===== config.mk =====
export PLATFORM = sky130hd
export DESIGN_NAME = serial_adder
export DESIGN_NICKNAME = d
export VERILOG_FILES = /design/src/rtl/serial_adder_pkg.sv /design/src/rtl/full_adder.sv /design/src/rtl/serial_adder.sv
export SDC_FILE = /design/constraint.sdc
export NUM_CORES = 1
export LEC_CHECK = 0
export CAP_MARGIN = 15
export CORE_MARGIN = 3
export CORE_UTILIZATION = 45
export DETAILED_ROUTE_END_ITERATION = 6
export PLACE_DENSITY = 0.72
export SYNTH_ARGS = -nofsm -noshare
export SYNTH_HDL_FRONTEND = slang
export SYNTH_SLANG_ARGS = --single-unit

===== constraint.sdc =====
create_clock -name clk -period 1.71 [get_ports clk]
set_clock_uncertainty 0.2 [all_clocks]
set_input_delay 0.513 -clock clk [delete_from_list [all_inputs] [get_ports clk]]
set_output_delay 0.513 -clock clk [all_outputs]
set_load 0.01 [all_outputs]

===== src/rtl/serial_adder_pkg.sv =====
// serial_adder_pkg: shared types and limits for the bit-serial adder.
// Holds the FSM state encoding and the supported operand width ceiling.
// No logic; imported by serial_adder.
package serial_adder_pkg;

  typedef enum logic [1:0] {
    IDLE = 2'd0,
    RUN  = 2'd1,
    DONE = 2'd2
  } serial_adder_state_t;

  localparam int SERIAL_ADDER_MAX_WIDTH = 64;

endpackage


===== src/rtl/full_adder.sv =====
// full_adder: single-bit combinational full adder (bit slice of serial_adder).
// Latency: 0 cycles, purely combinational.
// Backpressure: none; no handshake.
module full_adder (
  input  logic a,
  input  logic b,
  input  logic cin,
  output logic sum,
  output logic cout
);

  assign sum  = a ^ b ^ cin;
  assign cout = (a & b) | (a & cin) | (b & cin);

endmodule


===== src/rtl/serial_adder.sv =====
// serial_adder: adds two WIDTH-bit operands one bit per cycle, LSB first, via one full_adder.
// Latency: out_valid WIDTH cycles after accept; next accept the cycle after pop (II = WIDTH+2).
// Backpressure: in_ready only in IDLE; result held frozen in DONE until out_ready.
// Optional: define SERIAL_ADDER_SUB_EN to add the in_sub port (A - B, cout=1 means no borrow).
module serial_adder
  import serial_adder_pkg::*;
#(
  parameter int WIDTH = 8
) (
  input  logic             clk,
  input  logic             reset,
  input  logic             in_valid,
  output logic             in_ready,
  input  logic [WIDTH-1:0] in_a,
  input  logic [WIDTH-1:0] in_b,
  input  logic             in_cin,
`ifdef SERIAL_ADDER_SUB_EN
  input  logic             in_sub,
`endif
  output logic             out_valid,
  input  logic             out_ready,
  output logic [WIDTH-1:0] out_sum,
  output logic             out_cout
);

  // Counter needs at least one bit so WIDTH = 1 still has a legal vector.
  localparam int CNT_W = (WIDTH > 1) ? $clog2(WIDTH) : 1;
  localparam logic [CNT_W-1:0] CNT_LAST = CNT_W'(WIDTH - 1);

  localparam logic [1:0] ST_IDLE = IDLE;
  localparam logic [1:0] ST_RUN  = RUN;
  localparam logic [1:0] ST_DONE = DONE;

  logic [1:0]       state_q, state_d;
  logic [WIDTH-1:0] a_q, a_d;
  logic [WIDTH-1:0] b_q, b_d;
  logic [WIDTH-1:0] res_q, res_d;
  logic             carry_q, carry_d;
  logic [CNT_W-1:0] cnt_q, cnt_d;

  logic fa_sum;
  logic fa_cout;

  full_adder u_fa (
    .a    (a_q[0]),
    .b    (b_q[0]),
    .cin  (carry_q),
    .sum  (fa_sum),
    .cout (fa_cout)
  );

  assign in_ready  = (state_q == ST_IDLE);
  assign out_valid = (state_q == ST_DONE);
  assign out_sum   = res_q;
  assign out_cout  = carry_q;

  // Next-state and datapath: load on accept, shift one bit per RUN cycle, hold in DONE.
  always_comb begin
    state_d = state_q;
    a_d     = a_q;
    b_d     = b_q;
    res_d   = res_q;
    carry_d = carry_q;
    cnt_d   = cnt_q;
    case (state_q)
      ST_IDLE: begin
        if (in_valid) begin
          a_d     = in_a;
          b_d     = in_b;
          carry_d = in_cin;
`ifdef SERIAL_ADDER_SUB_EN
          // Two's-complement subtract: invert B and force the +1 through the carry.
          if (in_sub) begin
            b_d     = ~in_b;
            carry_d = 1'b1;
          end
`endif
          cnt_d   = '0;
          state_d = ST_RUN;
        end
      end
      ST_RUN: begin
        a_d     = a_q >> 1;
        b_d     = b_q >> 1;
        // New sum bit enters at the MSB so the LSB-first stream lands in place after WIDTH shifts.
        res_d   = WIDTH'({fa_sum, res_q} >> 1);
        carry_d = fa_cout;
        cnt_d   = cnt_q + 1'b1;
        if (cnt_q == CNT_LAST) begin
          state_d = ST_DONE;
        end
      end
      ST_DONE: begin
        if (out_ready) begin
          state_d = ST_IDLE;
        end
      end
      default: state_d = ST_IDLE;
    endcase
  end

  // State and datapath registers; reset aborts any operation in flight.
  always_ff @(posedge clk or posedge reset) begin
    if (reset) begin
      state_q <= ST_IDLE;
      a_q     <= '0;
      b_q     <= '0;
      res_q   <= '0;
      carry_q <= 1'b0;
      cnt_q   <= '0;
    end else begin
      state_q <= state_d;
      a_q     <= a_d;
      b_q     <= b_d;
      res_q   <= res_d;
      carry_q <= carry_d;
      cnt_q   <= cnt_d;
    end
  end

endmodule


==> metrics, run 1 <==
status finished with violations; failing checks negative setup slack; # IOs 32; period utilization 1.025; placed cell count 189; Area Overhead vs Synth 34.66%; Peak VDD IR 0.6467 mV; die width 63.28 µm; final worst slack -0.04352 ns; maximum clock rate 570.3 MHz; H-Tree Level Count 2; Hold Path End out_sum[0]; storage element area 753.2 µm²; P_int 2.177 mW; DRT Pass-1 Iters 2; synth unique cells 26; Clock Power Share 0.134; hold path start out_sum[0]; Final #Nets 184; CP Capture Type output pin; Worst-Skew Late Latency 0.33 ns; vias 1082; max_cap viols 0; Pins Over Slew Limit 0; first-pass GRT wire length 5037 µm; syn nets 139; Clock Sinks 30; fin crit period 1.754 ns; routed wl met2 1467 µm; initial antenna violation count 0; Ys Warns 0; switch share 0.3332; met3 wire len 135 µm; share of layout cells above drive strength 1 0.3230; Syn Area/Cell 12.84 µm²; Post-Synthesis Cells 115; FILL cells 263; Slew @ Worst Pin 0.2959 ns; TritonCTS Buffers 5; # setup viols final 2; WL final 2881 µm; root buf cell clkbuf_4; HPWL after DPL 1952 µm; flops & latches, synth 30; most frequent cell after synthesis dfrtp_1; clock transition at the registers of the reported paths 0.10 ns; combinational share of power 0.476; EDFF count, synth 0; area of the multi-input gates 631.9 µm²; Final Cell Area 0.001988 mm²; Total GRT Usage 0.1636; Req. time, crit path 1.00 ns; register-to-register setup slack 0.05 ns; Power Dens Cells 1642 mW/mm²; Post-synth ARST share 1.000; Antenna Nets Post-Route 0; Crit Path Max Fanout 3; full die area 0.004004 mm²; DR iter-0 viols 27; DRC 0; Crit path arrival time 1.04 ns; Post-Synthesis Cell Area 0.001476 mm²; Rel. slew slack 0.8000; Synth area leader dfrtp_1; R2R Path End out_sum[1]; core box area 0.003103 mm²; post-synth top area share 0.5085; Die Y 63.28 µm; crit start category flip-flop; routability cong. 0.7118; largest net degree at the start of global routing 32; routed length per instance 14.05 µm; worst slack, placed -0.4108 ns; register area share after synthesis 0.5085; DR top layer met4; Area contributors post-synth dfrtp_1 51%, o221a_2 6.9%, or4b_1 6.1%; most common library cells after synthesis 30 x dfrtp_1, 9 x o221a_2, 9 x or4b_1; Seq pwr share 0.390; HP Class reg2reg; Congestion Overflow GR 0; vias in the first global route 1095; ant diodes 0; reg2reg start state_q[0]; CTS tree yes; CTS Buffer Depth 2; Initial Util 0.4758; fin cells 205; vias per cell 5.278; Hold Crit Depth 1; most frequently used flop master after synthesis dfrtp_1; reg2reg path depth 4; Leak Pwr 0.8628 nW; RSZ-0062 raised after global routing true; final hold vios 0; row cnt 20; P_sw 1.088 mW; Port Buf Inserts 31; placed cell area 0.001853 mm²; critical path class reg2out; Met1 Wirelength 1220 µm
-- state kept, by name, summed over array words and instances, names as in the netlist --
register,count
a_q,8
b_q,8
out_sum,8
cnt_q,3
state_q,2
out_cout,1
-- area by class of cell --
cell class | count | area share
Clock buffer | 7 | 0.02769
Clock inverter | 1 | 0.002517
Inverter | 8 | 0.01510
Multi-Input combinational cell | 66 | 0.3178
Sequential cell | 30 | 0.3789
Tap cell | 44 | 0.02769
Timing Repair Buffer | 49 | 0.2303
-- through the flow --
step	total power [mW]	util	hold WS [ns]	TNS (ns)
final	3.265	0.6407	0.3096	-0.06052
after global routing	3.531	0.6407	0.3393	-0.3707
after CTS	3.212	0.6258	0.3094	-0.4107
after detailed placement	2.771	0.5972	0.2937	-7.256
after global placement	2.702	0.5972	0.2845	-6.634
after floorplan	2.252	-	0.2573	0
-- worst max-delay path, cell delays in order (launching register included) --
cell and delay [ns]:
dfrtp_2 0.47, nor2b_4 0.13, buf_6 0.11
-- how the worst max path moves through the flow --
stage                          start        end  slack (ns)  cells after the start
after CTS                 state_q[1]  out_valid       -0.17                      2
after floorplan           state_q[0]   in_ready         0.1                      3
after detailed placement    in_valid     b_q[4]       -0.41                      4
final                     state_q[0]  out_valid       -0.04                      2
after global routing      state_q[0]   in_ready       -0.08                      2
after global placement      in_valid     a_q[7]       -0.35                      4
-- cells by family after synthesis --
kind of cell | Yosys count | synth area share
AOI/OAI and AO/OA | 23 | 0.1542
buffers and inverters | 19 | 0.07203
and+or+nand+nor | 31 | 0.1670
DFF | 30 | 0.5085
muxes | 9 | 0.06780
adders and majority gates | 3 | 0.03051
-- what timing repair did --
| item | CTS | global route |
|---|---|---|
| hold buffers | 0 | 0 |
| setup buffers | 5 | 3 |
| cloned | 0 | 0 |
| endpoints found under the setup margin | 26 | 15 |
| resized for setup | 23 | 17 |
-- routing by layer --
metal	GRT usage	vias up
met5	0	-
met4	0.08895	0
met3	0.03922	5
met2	0.2701	21
met1	0.1963	531
li1	-	525
-- power groups by stage --
stage                     logic [mW]  registers, mW  clock network, mW
after CTS                       1.51           1.26              0.450
after global placement          1.43           1.27                  0
after global routing            1.73           1.32              0.483
after floorplan                0.963           1.29                  0
after detailed placement        1.49           1.28                  0
final                           1.55           1.27              0.438
-- cell usage in the layout, fill, tap and decap left out, types with 2 or more instances in the layout --
cell type	synthesis	layout
clkbuf_2	0	2
o221a_2	9	9
a211oi_1	3	3
a221oi_1	3	3
a22o_1	3	3
clkdlybuf4s15_1	0	7
nor2_1	4	3
dfrtp_1	30	28
nor4b_1	6	6
inv_1	8	8
a211o_1	2	2
dfrtp_2	0	2
or4b_1	9	9
ha_1	2	2
nand2b_1	3	3
buf_8	0	2
nor4bb_1	2	2
mux2_2	7	7
nor3b_1	5	5
clkdlybuf4s50_1	0	19
buf_4	4	15
clkbuf_4	0	5
Power figures use the tool's default switching activity.
==> inputs of run 2 (changes only) <==
GPL_TIMING_DRIVEN = 0   (was default)
==> metrics, run 2 (synthesis results as in run 1) <==
max_cap viols 0 (unchanged); vias 1164 (+7.6%); maximum clock rate 524.7 MHz (-8.0%); final worst slack -0.1959 ns (-0.1524 ns); most frequent cells in the layout 29 x dfrtp_1, 19 x clkdlybuf4s50_1, 18 x buf_4; largest net degree at the start of global routing 31 (-3.1%); critical path class reg2out; worst slack, placed -0.4793 ns (-0.06849 ns); gr busiest metal met2; fin crit period 1.906 ns (+0.1524 ns); Peak VDD IR 0.6850 mV (+5.9%); met1 usage 0.1986 (+0.002309); period utilization 1.115 (+0.08913); clock transition at the registers of the reported paths 0.10 ns (about the same); Total Power 3.546 mW (+8.6%); initial antenna violation count 0 (unchanged); WL final 3239 µm (+12%); vias in the first global route 1255 (+15%); Total GRT Usage 0.1742 (+0.01065); HPWL after DPL 2087 µm (+6.9%); DRC 0 (unchanged); met2 usage 0.3043 (+0.03426); Final #Nets 195 (+6.0%); H-Tree Level Count 2 (unchanged); reg2reg start state_q[1]; Critical Path Start state_q[0]; TritonCTS Buffers 5 (unchanged); final hold vios 0 (unchanged); failing checks negative setup slack; Initial Util 0.4758 (unchanged); Leak Pwr 0.9206 nW (+6.7%); crit start category flip-flop; Port Buf Inserts 31 (unchanged); Crit Path Max Fanout 4 (+1); RSZ-0062 raised after global routing true; die width 63.28 µm (unchanged); row cnt 20 (unchanged); ant diodes 0 (unchanged); GR Layer Usage met3 0.04991 (+0.01070); Area Overhead vs Synth 42.80%; Congestion Overflow GR 0 (unchanged); Antenna Nets Post-Route 0 (unchanged); DRT Pass-1 Iters 4 (+2); Rel. slew slack 0.5721 (-0.2279); commonest non-fill, non-tap cell in the layout dfrtp_1; # setup viols final 2 (unchanged); Power Dens Cells 1682 mW/mm² (+2.4%); Pins Over Slew Limit 0 (unchanged); Final Cell Area 0.002108 mm² (+6.0%); Req. time, crit path 1.00 ns (about the same); first-pass GRT wire length 5451 µm (+8.2%); status finished with violations; core box area 0.003103 mm² (unchanged); Worst-Skew Late Latency 0.33 ns (about the same); HP Class reg2reg; final-layout worst hold slack 0.2972 ns (-0.01239 ns); DR iter-0 viols 22 (-19%); CTS tree yes; hold path start cnt_q[0]; root buf cell clkbuf_4; hold buffer count at cts 0 (unchanged); share of layout cells above drive strength 1 0.3721 (+0.04911); Clock Sinks 30 (unchanged); CP Capture Type output pin; Die Y 63.28 µm (unchanged); # IOs 32 (unchanged); routability cong. 0.7360 (+3.4%); placed cell area 0.001842 mm² (-0.61%); full die area 0.004004 mm² (unchanged); vias per cell 5.389 (+2.1%); routed length per instance 15.00 µm (+6.7%); Crit path arrival time 1.19 ns (+0.15 ns); Slew @ Worst Pin 0.6405 ns (+0.3446 ns); CTS Buffer Depth 2 (unchanged)
-- run 2: cell count changes in the layout (fill, tap and decap cells not counted), sizes merged --
| cell | before | now |
|---|---|---|
| buf | 20 | 30 |
| clkbuf | 9 | 10 |
| clkdlybuf4s15 | 7 | 8 |
| clkinv | 1 | 0 |
| clkinvlp | 0 | 1 |
| inv | 8 | 7 |
-- run 2: worst max-delay path: stages, from the launching register on --
cell,delay [ns]
dfrtp_2,0.43
buf_6,0.13
buf_6,0.11
nor2_4,0.09
buf_6,0.10
-- run 2: worst paths after layout --
check                             end  slack [ns]  depth (start not counted)
setup / recovery             in_ready       -0.20                          4
hold / removal               cnt_q[0]        0.30                          1
setup reg to reg               a_q[5]        0.03                          4
hold reg to reg              cnt_q[0]        0.30                          1
max in group asynchronous  state_q[0]        0.51                          2
min in group asynchronous      b_q[3]        0.41                          2
-- run 2: per-layer routing --
metal,routed length (µm),share of wire
met5,0,0
met4,67,0.021
met3,151,0.047
met2,1698,0.52
met1,1322,0.41
-- run 2: cell type report --
| cell class | instances | area, µm² |
|---|---|---|
| Inverter | 8 | 33.78 |
| Timing Repair Buffer | 49 | 435.4 |
| Buffer | 11 | 107.6 |
| Fill cell | 260 | 994.7 |
| Multi-Input combinational cell | 66 | 645.6 |
| Sequential cell | 30 | 752.0 |
| Tap cell | 44 | 55.05 |
| Clock buffer | 8 | 78.83 |
-- run 2: power by group --
part | internal [mW] | total [mW] | switching, mW
logic | 1.04 | 1.77 | 0.722
clock network | 0.281 | 0.523 | 0.242
registers | 1.06 | 1.26 | 0.202
total | 2.38 | 3.55 | 1.17
-- run 2: timing repair --
| item | in CTS | in global routing |
|---|---|---|
| cloned | 0 | 0 |
| endpoints found under the setup margin | 57 | 6 |
| pin swaps | 1 | 0 |
| resized for setup | 39 | 7 |
| buffers inserted | 14 | 4 |
-- run 2: metrics by stage --
stage / utilization / instances / TNS [ns]
final: 0.6794 / 216 / -0.3600
after global routing: 0.6794 / 216 / -0.4757
after CTS: 0.6649 / 212 / -0.3744
after detailed placement: 0.5935 / 190 / -20.75
after global placement: 0.5935 / 190 / -19.46
after floorplan: - / 115 / 0
